===== src/rtl/timer_alarm_sched.sv =====
// Alarm scheduler: keeps CH_NUM absolute targets, scans for the earliest pending one and
// pulses its fire bit when the timer count reaches it. Optional sticky status/IRQ: TIMER_ALARM_SCHED_IRQ_EN.
module timer_alarm_sched #(
   parameter int CH_NUM    = 4,
   parameter int CNT_WIDTH = 32,
   parameter int CH_WIDTH  = $clog2(CH_NUM)
) (
   input  logic                 clk_i,
   input  logic                 rst_n_i,
   input  logic [CNT_WIDTH-1:0] cnt_i,
   input  logic                 cnt_en_i,
   input  logic                 arm_valid_i,
   output logic                 arm_ready_o,
   input  logic [CH_WIDTH-1:0]  arm_ch_i,
   input  logic [CNT_WIDTH-1:0] arm_val_i,
   input  logic                 cancel_i,
   input  logic [CH_WIDTH-1:0]  cancel_ch_i,
   output logic [CH_NUM-1:0]    fire_o,
   output logic [CH_NUM-1:0]    pend_o,
   output logic                 next_vld_o,
   output logic [CH_WIDTH-1:0]  next_ch_o,
   output logic [CNT_WIDTH-1:0] next_val_o,
`ifdef TIMER_ALARM_SCHED_IRQ_EN
   output logic                 irq_o,
   output logic [CH_NUM-1:0]    stat_o,
   input  logic [CH_NUM-1:0]    stat_clr_i,
`endif
   output logic                 busy_o
);

   typedef enum logic [1:0] {
      ST_IDLE = 2'd0,
      ST_SCAN = 2'd1,
      ST_WAIT = 2'd2
   } state_e;

   localparam logic [CH_WIDTH-1:0] LAST_CH  = CH_WIDTH'(CH_NUM - 1);
   localparam logic [CH_WIDTH-1:0] ONE_CH   = CH_WIDTH'(1);
   localparam logic [CH_WIDTH:0]   CH_LIMIT = (CH_WIDTH + 1)'(CH_NUM);

   // A target is overdue when it equals the scan base or lies in the past half of the ring.
   function automatic logic overdue(input logic [CNT_WIDTH-1:0] delta);
      return (delta == {CNT_WIDTH{1'b0}}) || delta[CNT_WIDTH-1];
   endfunction

   // Count has reached or passed the target (modulo); catches deadlines crossed during a scan.
   function automatic logic reached(input logic [CNT_WIDTH-1:0] cnt,
                                    input logic [CNT_WIDTH-1:0] tgt);
      logic [CNT_WIDTH-1:0] diff;
      diff = cnt - tgt;
      return ~diff[CNT_WIDTH-1];
   endfunction

   state_e               state_q, state_d;
   logic [CH_WIDTH-1:0]  idx_q, idx_d;
   logic [CNT_WIDTH-1:0] base_q, base_d;
   logic                 best_vld_q, best_vld_d;
   logic [CH_WIDTH-1:0]  best_ch_q, best_ch_d;
   logic [CNT_WIDTH-1:0] best_delta_q, best_delta_d;
   logic                 restart_q, restart_d;
   logic [CNT_WIDTH-1:0] target_q [CH_NUM];
   logic [CNT_WIDTH-1:0] target_d [CH_NUM];
   logic [CH_NUM-1:0]    pend_q, pend_d;
   logic [CH_NUM-1:0]    fire_q, fire_d;
   logic                 next_vld_q, next_vld_d;
   logic [CH_WIDTH-1:0]  next_ch_q, next_ch_d;
   logic [CNT_WIDTH-1:0] next_val_q, next_val_d;
   logic                 busy_q, busy_d;
   logic                 ready_q, ready_d;

   logic                 start_scan;
   logic                 restart_hit;
   logic                 cand_vld;
   logic [CH_WIDTH-1:0]  cand_ch;
   logic [CNT_WIDTH-1:0] cand_delta;
   logic [CNT_WIDTH-1:0] visit_delta;
   logic                 arm_acc;
   logic                 cancel_ok;
   logic                 cancel_next;
   logic                 cancel_cur;

   // Next-state: scheduler FSM, channel table updates and fire generation
   always_comb begin
      state_d      = state_q;
      idx_d        = idx_q;
      base_d       = base_q;
      best_vld_d   = best_vld_q;
      best_ch_d    = best_ch_q;
      best_delta_d = best_delta_q;
      restart_d    = restart_q;
      target_d     = target_q;
      pend_d       = pend_q;
      fire_d       = {CH_NUM{1'b0}};
      next_vld_d   = next_vld_q;
      next_ch_d    = next_ch_q;
      next_val_d   = next_val_q;
      start_scan   = 1'b0;
      restart_hit  = restart_q;
      cand_vld     = best_vld_q;
      cand_ch      = best_ch_q;
      cand_delta   = best_delta_q;
      visit_delta  = target_q[idx_q] - base_q;
      arm_acc      = arm_valid_i && (state_q != ST_SCAN) && ({1'b0, arm_ch_i} < CH_LIMIT);
      cancel_ok    = cancel_i && ({1'b0, cancel_ch_i} < CH_LIMIT);
      cancel_next  = cancel_ok && (cancel_ch_i == next_ch_q);
      cancel_cur   = cancel_ok && (cancel_ch_i == idx_q);

      case (state_q)
         ST_IDLE: begin
            if (arm_acc) begin
               start_scan = 1'b1;
            end else begin
               start_scan = 1'b0;
            end
         end
         ST_WAIT: begin
            // A cancel landing on the matching cycle suppresses the fire
            if (cnt_en_i && reached(cnt_i, next_val_q) && !cancel_next) begin
               fire_d[next_ch_q] = 1'b1;
               pend_d[next_ch_q] = 1'b0;
               start_scan        = 1'b1;
            end else if (cancel_next || arm_acc) begin
               start_scan = 1'b1;
            end else begin
               start_scan = 1'b0;
            end
         end
         ST_SCAN: begin
            if (pend_q[idx_q] && !cancel_cur) begin
               if (overdue(visit_delta)) begin
                  fire_d[idx_q] = 1'b1;
                  pend_d[idx_q] = 1'b0;
               end else if (!best_vld_q || (visit_delta < best_delta_q)) begin
                  cand_vld   = 1'b1;
                  cand_ch    = idx_q;
                  cand_delta = visit_delta;
               end else begin
                  cand_vld = best_vld_q;
               end
            end else begin
               cand_vld = best_vld_q;
            end
            if (cancel_ok && (cancel_ch_i < idx_q)) begin
               restart_hit = 1'b1;
            end else begin
               restart_hit = restart_q;
            end
            best_vld_d   = cand_vld;
            best_ch_d    = cand_ch;
            best_delta_d = cand_delta;
            restart_d    = restart_hit;
            if (idx_q == LAST_CH) begin
               if (restart_hit) begin
                  start_scan = 1'b1;
               end else if (cand_vld) begin
                  next_vld_d = 1'b1;
                  next_ch_d  = cand_ch;
                  next_val_d = target_q[cand_ch];
                  state_d    = ST_WAIT;
               end else begin
                  next_vld_d = 1'b0;
                  state_d    = ST_IDLE;
               end
            end else begin
               idx_d = idx_q + ONE_CH;
            end
         end
         default: begin
            state_d = ST_IDLE;
         end
      endcase

      if (start_scan) begin
         state_d    = ST_SCAN;
         idx_d      = {CH_WIDTH{1'b0}};
         base_d     = cnt_i;
         best_vld_d = 1'b0;
         restart_d  = 1'b0;
         next_vld_d = 1'b0;
      end else begin
         idx_d = idx_d;
      end

      // Cancel first so that a simultaneous arm of the same channel wins
      if (cancel_ok) begin
         pend_d[cancel_ch_i] = 1'b0;
      end else begin
         pend_d = pend_d;
      end
      if (arm_acc) begin
         target_d[arm_ch_i] = arm_val_i;
         pend_d[arm_ch_i]   = 1'b1;
      end else begin
         pend_d = pend_d;
      end

      busy_d  = (state_d == ST_SCAN);
      ready_d = (state_d != ST_SCAN);
   end

   // State and channel table registers
   always_ff @(posedge clk_i or negedge rst_n_i) begin
      if (!rst_n_i) begin
         state_q      <= ST_IDLE;
         idx_q        <= {CH_WIDTH{1'b0}};
         base_q       <= {CNT_WIDTH{1'b0}};
         best_vld_q   <= 1'b0;
         best_ch_q    <= {CH_WIDTH{1'b0}};
         best_delta_q <= {CNT_WIDTH{1'b0}};
         restart_q    <= 1'b0;
         for (int i = 0; i < CH_NUM; i++) begin
            target_q[i] <= {CNT_WIDTH{1'b0}};
         end
         pend_q       <= {CH_NUM{1'b0}};
         fire_q       <= {CH_NUM{1'b0}};
         next_vld_q   <= 1'b0;
         next_ch_q    <= {CH_WIDTH{1'b0}};
         next_val_q   <= {CNT_WIDTH{1'b0}};
         busy_q       <= 1'b0;
         ready_q      <= 1'b1;
      end else begin
         state_q      <= state_d;
         idx_q        <= idx_d;
         base_q       <= base_d;
         best_vld_q   <= best_vld_d;
         best_ch_q    <= best_ch_d;
         best_delta_q <= best_delta_d;
         restart_q    <= restart_d;
         target_q     <= target_d;
         pend_q       <= pend_d;
         fire_q       <= fire_d;
         next_vld_q   <= next_vld_d;
         next_ch_q    <= next_ch_d;
         next_val_q   <= next_val_d;
         busy_q       <= busy_d;
         ready_q      <= ready_d;
      end
   end

   assign arm_ready_o = ready_q;
   assign fire_o      = fire_q;
   assign pend_o      = pend_q;
   assign next_vld_o  = next_vld_q;
   assign next_ch_o   = next_ch_q;
   assign next_val_o  = next_val_q;
   assign busy_o      = busy_q;

`ifdef TIMER_ALARM_SCHED_IRQ_EN
   logic [CH_NUM-1:0] stat_q, stat_d;
   logic              irq_q, irq_d;

   // Sticky status: a fire in the same cycle as a write-1-clear keeps the bit set
   always_comb begin
      stat_d = (stat_q & ~stat_clr_i) | fire_q;
      irq_d  = |stat_d;
   end

   // Status and interrupt registers
   always_ff @(posedge clk_i or negedge rst_n_i) begin
      if (!rst_n_i) begin
         stat_q <= {CH_NUM{1'b0}};
         irq_q  <= 1'b0;
      end else begin
         stat_q <= stat_d;
         irq_q  <= irq_d;
      end
   end

   assign stat_o = stat_q;
   assign irq_o  = irq_q;
`endif

endmodule


===== config.mk =====
export PLATFORM = sky130hd
export DESIGN_NAME = timer_alarm_sched
export DESIGN_NICKNAME = d
export VERILOG_FILES = /design/src/rtl/timer_alarm_sched.sv
export SDC_FILE = /design/constraint.sdc
export NUM_CORES = 1
export LEC_CHECK = 0
export CORE_MARGIN = 2
export CORE_UTILIZATION = 35
export DETAILED_ROUTE_END_ITERATION = 7
export DONT_BUFFER_PORTS = 1
export GPL_TIMING_DRIVEN = 0
export PLACE_DENSITY = 0.55
export REMOVE_ABC_BUFFERS = 1
export SLEW_MARGIN = 40
export SYNTH_ARGS = -nofsm -noshare
export SYNTH_HDL_FRONTEND = slang
export SYNTH_SLANG_ARGS = --single-unit

===== constraint.sdc =====
create_clock -name clk_i -period 17.3 [get_ports clk_i]
set_input_delay 1.73 -clock clk_i [delete_from_list [all_inputs] [get_ports clk_i]]
set_output_delay 1.73 -clock clk_i [all_outputs]
set_load 0.03 [all_outputs]

==> flow_summary.yaml, run 1 <==
clock_network:
  post_cts_buffers: 0
  insertion_delay_ps: 560
  cts-resized-gates: 0
  clk_pin_slew_ps: 60
  cts_tree: "built"
  clk_path_buf_depth: 3
  cts.sinks: 245
  cts_inserted_buffers: 30
  htree_num_levels: 1
  cts-root-buf: "clkbuf_16"
  postCtsHoldBufs: 0
synthesis:
  synth_cell_type_count: 86
  syn_area_per_cell_um2: 11.2
  yosys_register_bits: 245
  ys_warn_count: 0
  yosys.cell_count.top_type: "dfrtp_1"
  synth_area_leaders: "dfrtp_1 (40%), mux2_2 (12%), ha_1 (8.4%), mux4_2 (4.8%), mux2i_1 (4.4%)"
  synth_edf_count: 0
  synth_area_um2: 15200
  async_flop_share: 1.00
  netlist_top_cells_count: "dfrtp_1 (244), mux2_2 (157), inv_1 (115)"
  yosysSeqAreaShare: 0.405
  synthCells: 1357
  yosys.area.top_type: "dfrtp_1"
  ys.flop_type: "dfrtp_1"
  yosysTopAreaCellShare: 0.403
final_layout:
  seqCellArea_um2: 6140
  num-fill-cells: 4126
  num_antenna_cells: 0
  syn_to_final_growth_pct: 12.0
  nNetsFinal: 1531
  multi_input_area_um2: 8260
  fin_util: 0.396
  drive_gt1_frac: 0.251
timing:
  final-setup-viol-count: 0
  slew_violations: 0
  min_period_over_period: 0.398
  clock_skew_ps: 10.2
  tightest_slew_ps: 739
  fin_ws_ps: 10410
  relSlewSlack: 0.507
  fin_setup_tns_ps: 0
  rsz0062_at_grt: "false"
  max_freq_mhz: 145
  min_period_ps: 6890
  hold_viol: 0
setup_path:
  crit_path_end_kind: "flop"
  timing.rr.start: "idx_q[0]$_DFFE_PN0P_"
  crit_path_start_kind: "flop"
  reg2reg_slack_ps: 10410
  critical_path_required_ps: 17700
  worst-setup-path-type: "flop to flop"
  startpoint: "idx_q[0]$_DFFE_PN0P_"
  crit_fanout: 19
  cp.arrival_ps: 7290
  worstReg2RegEnd: "next_val_o[18]$_DFFE_PN0P_"
  r2r_cells: 24
floorplan:
  die-width_um: 212
  core-area_um2: 42900
  start_util: 0.353
  die_area_um2: 45000
  num_rows: 76
  ioPinCount: 118
  die_h_um: 212
route:
  drt_wl_total_mm: 39.5
  wire_per_inst_um: 20.1
  post_drt_via_cell_ratio: 5.25
  ant_nets: 0
  initialDrtViolationCount: 418
  route.detailed.drc: 0
  dr.pass1.iters: 5
  num_vias: 10300
placement:
  dpl.hpwl_mm: 29.3
  dp_slack_ps: 10350
  place.port_buffers: 0
  routabilityCongestion: 0.837
min_path:
  min_from: "best_delta_q[1]$_DFFE_PN0P_"
  hold_depth: 2
  holdPathEnd: "best_delta_q[1]$_DFFE_PN0P_"
  hp-class: "flop to flop"
global_route:
  antenna_found_initial: 0
  grt_pass1_vias: 10800
  grt_usage: 0.179
  grt_pass1_wl_mm: 63.3
  overflow: 0
  grt_max_degree: 246
outcome:
  status: "completed"
job:
  drv_cap: 0
-- registers in the layout, indices dropped and copies added (netlist names) --
signal,cells
next_ch_o,2
busy_o,1
state_q,2
fire_o,4
next_val_o,32
base_q,32
next_vld_o,1
pend_o,4
best_vld_q,1
best_ch_q,2
target_q,128
restart_q,1
idx_q,2
arm_ready_o,1
best_delta_q,32
-- worst max-delay path by stage --
stage,endpoint,slack [ps],depth (start not counted)
finish,next_val_o[18]$_DFFE_PN0P_,10410,24
global route,next_val_o[22]$_DFFE_PN0P_,9960,24
CTS,next_val_o[18]$_DFFE_PN0P_,10310,24
detailed placement,next_val_o[18]$_DFFE_PN0P_,10350,24
global placement,next_val_o[29]$_DFFE_PN0P_,5650,23
floorplan,next_val_o[0]$_DFFE_PN0P_,8790,22
-- per-layer routing --
layer	GRT usage	part of all wire
met5	0	0
met4	0.0372	0.021
met3	0.0291	0.039
met2	0.303	0.48
met1	0.243	0.46
-- critical path, stage by stage (launching register included) --
cell	delay, ps
dfrtp_4	680
buf_12	250
mux4_2	570
ha_1	600
nand3_1	220
nor2_1	300
nand2_1	100
a2111o_1	420
o211a_1	250
o21bai_1	180
xnor2_1	230
inv_1	150
ha_1	310
o21ai_0	90
a31oi_1	60
o21a_1	170
a211o_1	280
and2b_1	320
nand2_2	150
a21oi_4	340
buf_8	230
buf_8	200
buf_8	190
mux2i_1	270
a221oi_2	90
-- metrics by stage --
| stage | hold slack (ps) | cells | instance area, µm² |
|---|---|---|---|
| floorplan | 449 | 1291 | 14800 |
| global placement | 466 | 1876 | 15500 |
| detailed placement | 475 | 1908 | 16000 |
| CTS | 490 | 1962 | 17000 |
| global route | 514 | 1962 | 17000 |
| finish | 481 | 1962 | 17000 |
-- kinds of logic (layout without fill, tap and decap cells) --
group                      Yosys count  after routing  share of synthesized area
muxes                              257            257                      0.209
xor gates and xnor gates            27             27                     0.0161
and+or+nand+nor                    264            264                     0.0844
adders and majority gates          103            103                     0.0855
buffers and inverters              181            201                     0.0550
DFF                                245            245                      0.405
AOI/OAI and AO/OA                  280            280                      0.145
-- cell usage in the layout, fill, tap and decap left out, types with 5 or more instances in the layout --
| cell | count |
|---|---|
| a211o_1 | 8 |
| a211oi_1 | 7 |
| a21o_1 | 29 |
| a21oi_1 | 55 |
| a21oi_2 | 7 |
| a221oi_2 | 31 |
| a31oi_1 | 9 |
| buf_4 | 10 |
| buf_8 | 7 |
| clkbuf_1 | 8 |
| clkbuf_16 | 31 |
| clkbuf_8 | 7 |
| dfrtp_1 | 242 |
| ha_1 | 102 |
| inv_1 | 115 |
| mux2_2 | 157 |
| mux2i_1 | 67 |
| mux4_2 | 32 |
| nand2_1 | 83 |
| nand2b_1 | 9 |
| nand3_1 | 22 |
| nand4_1 | 21 |
| nor2_1 | 72 |
| nor2b_1 | 7 |
| nor3_1 | 10 |
| o211ai_1 | 7 |
| o21a_1 | 14 |
| o21ai_0 | 59 |
| o22ai_1 | 5 |
| xnor2_1 | 16 |
| xor2_1 | 10 |
-- layout make-up --
cell class | count | share of cell area
flip-flops and latches | 245 | 0.362
repair buffers | 32 | 0.0245
clock buffers | 46 | 0.0531
clock inverters | 8 | 0.00560
inverters | 115 | 0.0254
well taps | 585 | 0.0431
multi-input cells | 931 | 0.487
Power of run 1 is not shown: default switching activity piles up to over one toggle a cycle in this logic, so the estimate is an artifact.
==> run 2, diff against run 1 <==
- PLACE_DENSITY: 0.55 -> 0.57
- clock period: 17.3 -> 5.62 ns (I/O delays scaled with it)
==> run 2 against run 1 <==
Net effect: the flow now finishes with violations (negative hold slack, negative setup slack); hold slack lost 790 ps; flip-flop and latch count is the same; critical path depth grew 3; die area is the same; non-clock buffer count grew 71; maximum frequency grew 19%; highest routed layer unchanged.
==> flow_summary.yaml, run 2 (synthesized netlist as in run 1, its figures left out) <==
timing:
  fin_ws_ps: -146
  hold_slack_ps: -307
  final-setup-viol-count: 26
  tightest_slew_ps: 779
  hold_viol: 245
  rsz0062_at_grt: "true"
  slew_violations: 0
  clock_skew_ps: 14.5
  min_period_over_period: 1.03
  min_period_ps: 5770
  relSlewSlack: 0.480
  max_freq_mhz: 173
clock_network:
  clk_pin_slew_ps: 60
  cts_inserted_buffers: 30
  htree_num_levels: 1
  cts.sinks: 245
  clk_path_buf_depth: 3
  insertion_delay_ps: 580
  cts-root-buf: "clkbuf_16"
  cts_tree: "built"
global_route:
  grt_usage: 0.188
  grt_pass1_wl_mm: 65.6
  antenna_found_initial: 0
  overflow: 0
  grt_pass1_vias: 11100
  grt_max_degree: 246
setup_path:
  r2r_cells: 27
  cp.arrival_ps: 6220
  worstReg2RegEnd: "next_val_o[9]$_DFFE_PN0P_"
  crit_fanout: 8
  crit_top_cell: "buf_12"
  crit_path_start_kind: "flop"
  worst-setup-path-type: "flop to flop"
  crit_path_end_kind: "flop"
  slowest_stage: "mux4_2"
  timing.rr.start: "idx_q[0]$_DFFE_PN0P_"
  path_delay_family: "compound AO/OA/AOI/OAI gates"
  path_buf_inv: 6
  critical_path_required_ps: 6070
  critPathMaxStageDelay_ps: 560
  reg2reg_slack_ps: -150
placement:
  post-place-cells: 1908
  dp_slack_ps: -1570
  routabilityCongestion: 0.816
  dpl.hpwl_mm: 29.3
  place.port_buffers: 0
final_layout:
  top_register: "target_q"
  final_common_cell: "dfrtp_1"
  nNetsFinal: 1603
  final_cell_mix: "dfrtp_1 (242), mux2_2 (156), inv_1 (111)"
  syn_to_final_growth_pct: 22.6
  final_cells: 2034
  largest_reg_flops: 128
  drive_gt1_frac: 0.362
  num-fill-cells: 4043
  num_antenna_cells: 0
route:
  num_vias: 11000
  drt_wl_total_mm: 42.7
  wire_per_inst_um: 21.0
  route.detailed.drc: 0
  initialDrtViolationCount: 515
  dr.pass1.iters: 5
  ant_nets: 0
  post_drt_via_cell_ratio: 5.40
floorplan:
  num_rows: 76
  start_util: 0.353
  die_area_um2: 45000
  ioPinCount: 118
  die-width_um: 212
  die_h_um: 212
  core-area_um2: 42900
min_path:
  hp-class: "input pin to asynchronous set/reset pin"
outcome:
  status: "finished with violations"
  violations: "negative hold slack, negative setup slack"
job:
  drv_cap: 0
[run 2: area by class of cell]
| type | count | area (µm²) | share of cell area |
|---|---|---|---|
| tap | 585 | 732 | 0.0394 |
| clock buffer | 44 | 863 | 0.0465 |
| timing repair buffer | 103 | 1260 | 0.0680 |
| inverter | 115 | 439 | 0.0236 |
| multi-input combinational | 932 | 9070 | 0.488 |
| clock inverter | 10 | 67.6 | 0.00364 |
| sequential | 245 | 6140 | 0.331 |
[run 2: worst max-delay path by stage]
| stage | from | to | slack, ps | cells after the start |
|---|---|---|---|---|
| 2_1_floorplan | idx_q[0]$_DFFE_PN0P_ | next_val_o[0]$_DFFE_PN0P_ | -2890 | 22 |
| 3_3_place_gp | idx_q[0]$_DFFE_PN0P_ | next_val_o[29]$_DFFE_PN0P_ | -5880 | 23 |
| 3_5_place_dp | idx_q[0]$_DFFE_PN0P_ | next_val_o[18]$_DFFE_PN0P_ | -1570 | 24 |
| 4_1_cts | idx_q[0]$_DFFE_PN0P_ | next_val_o[9]$_DFFE_PN0P_ | -180 | 28 |
| 5_1_grt | idx_q[0]$_DFFE_PN0P_ | next_val_o[9]$_DFFE_PN0P_ | -340 | 27 |
| 6_report | idx_q[0]$_DFFE_PN0P_ | next_val_o[9]$_DFFE_PN0P_ | -150 | 27 |
[run 2: stage by stage]
stage	TNS, ps	cell area, µm²	util
2_1_floorplan	-130610	14800	-
3_3_place_gp	-410250	15500	0.361
3_5_place_dp	-58800	15900	0.372
4_1_cts	-3460	17800	0.415
5_1_grt	-8390	18600	0.433
6_report	-2360	18600	0.433
[run 2: timing repair]
action | 4_1_cts | 5_1_grt
pin swaps | 43 | 46
cloned | 3 | 4
setup endpoints to repair | 67 | 67
resized for setup | 96 | 93
buffers inserted | 43 | 24
endpoints found under the hold margin | 245 | 245
[run 2: metal layers]
layer	track usage	wire length [µm]	up-vias
met1	0.246	18900	5590
met5	0	0	-
met3	0.0386	2300	54
li1	-	-	5084
met2	0.318	20600	250
met4	0.0469	905	0
Power of run 2 is left out for the same reason.
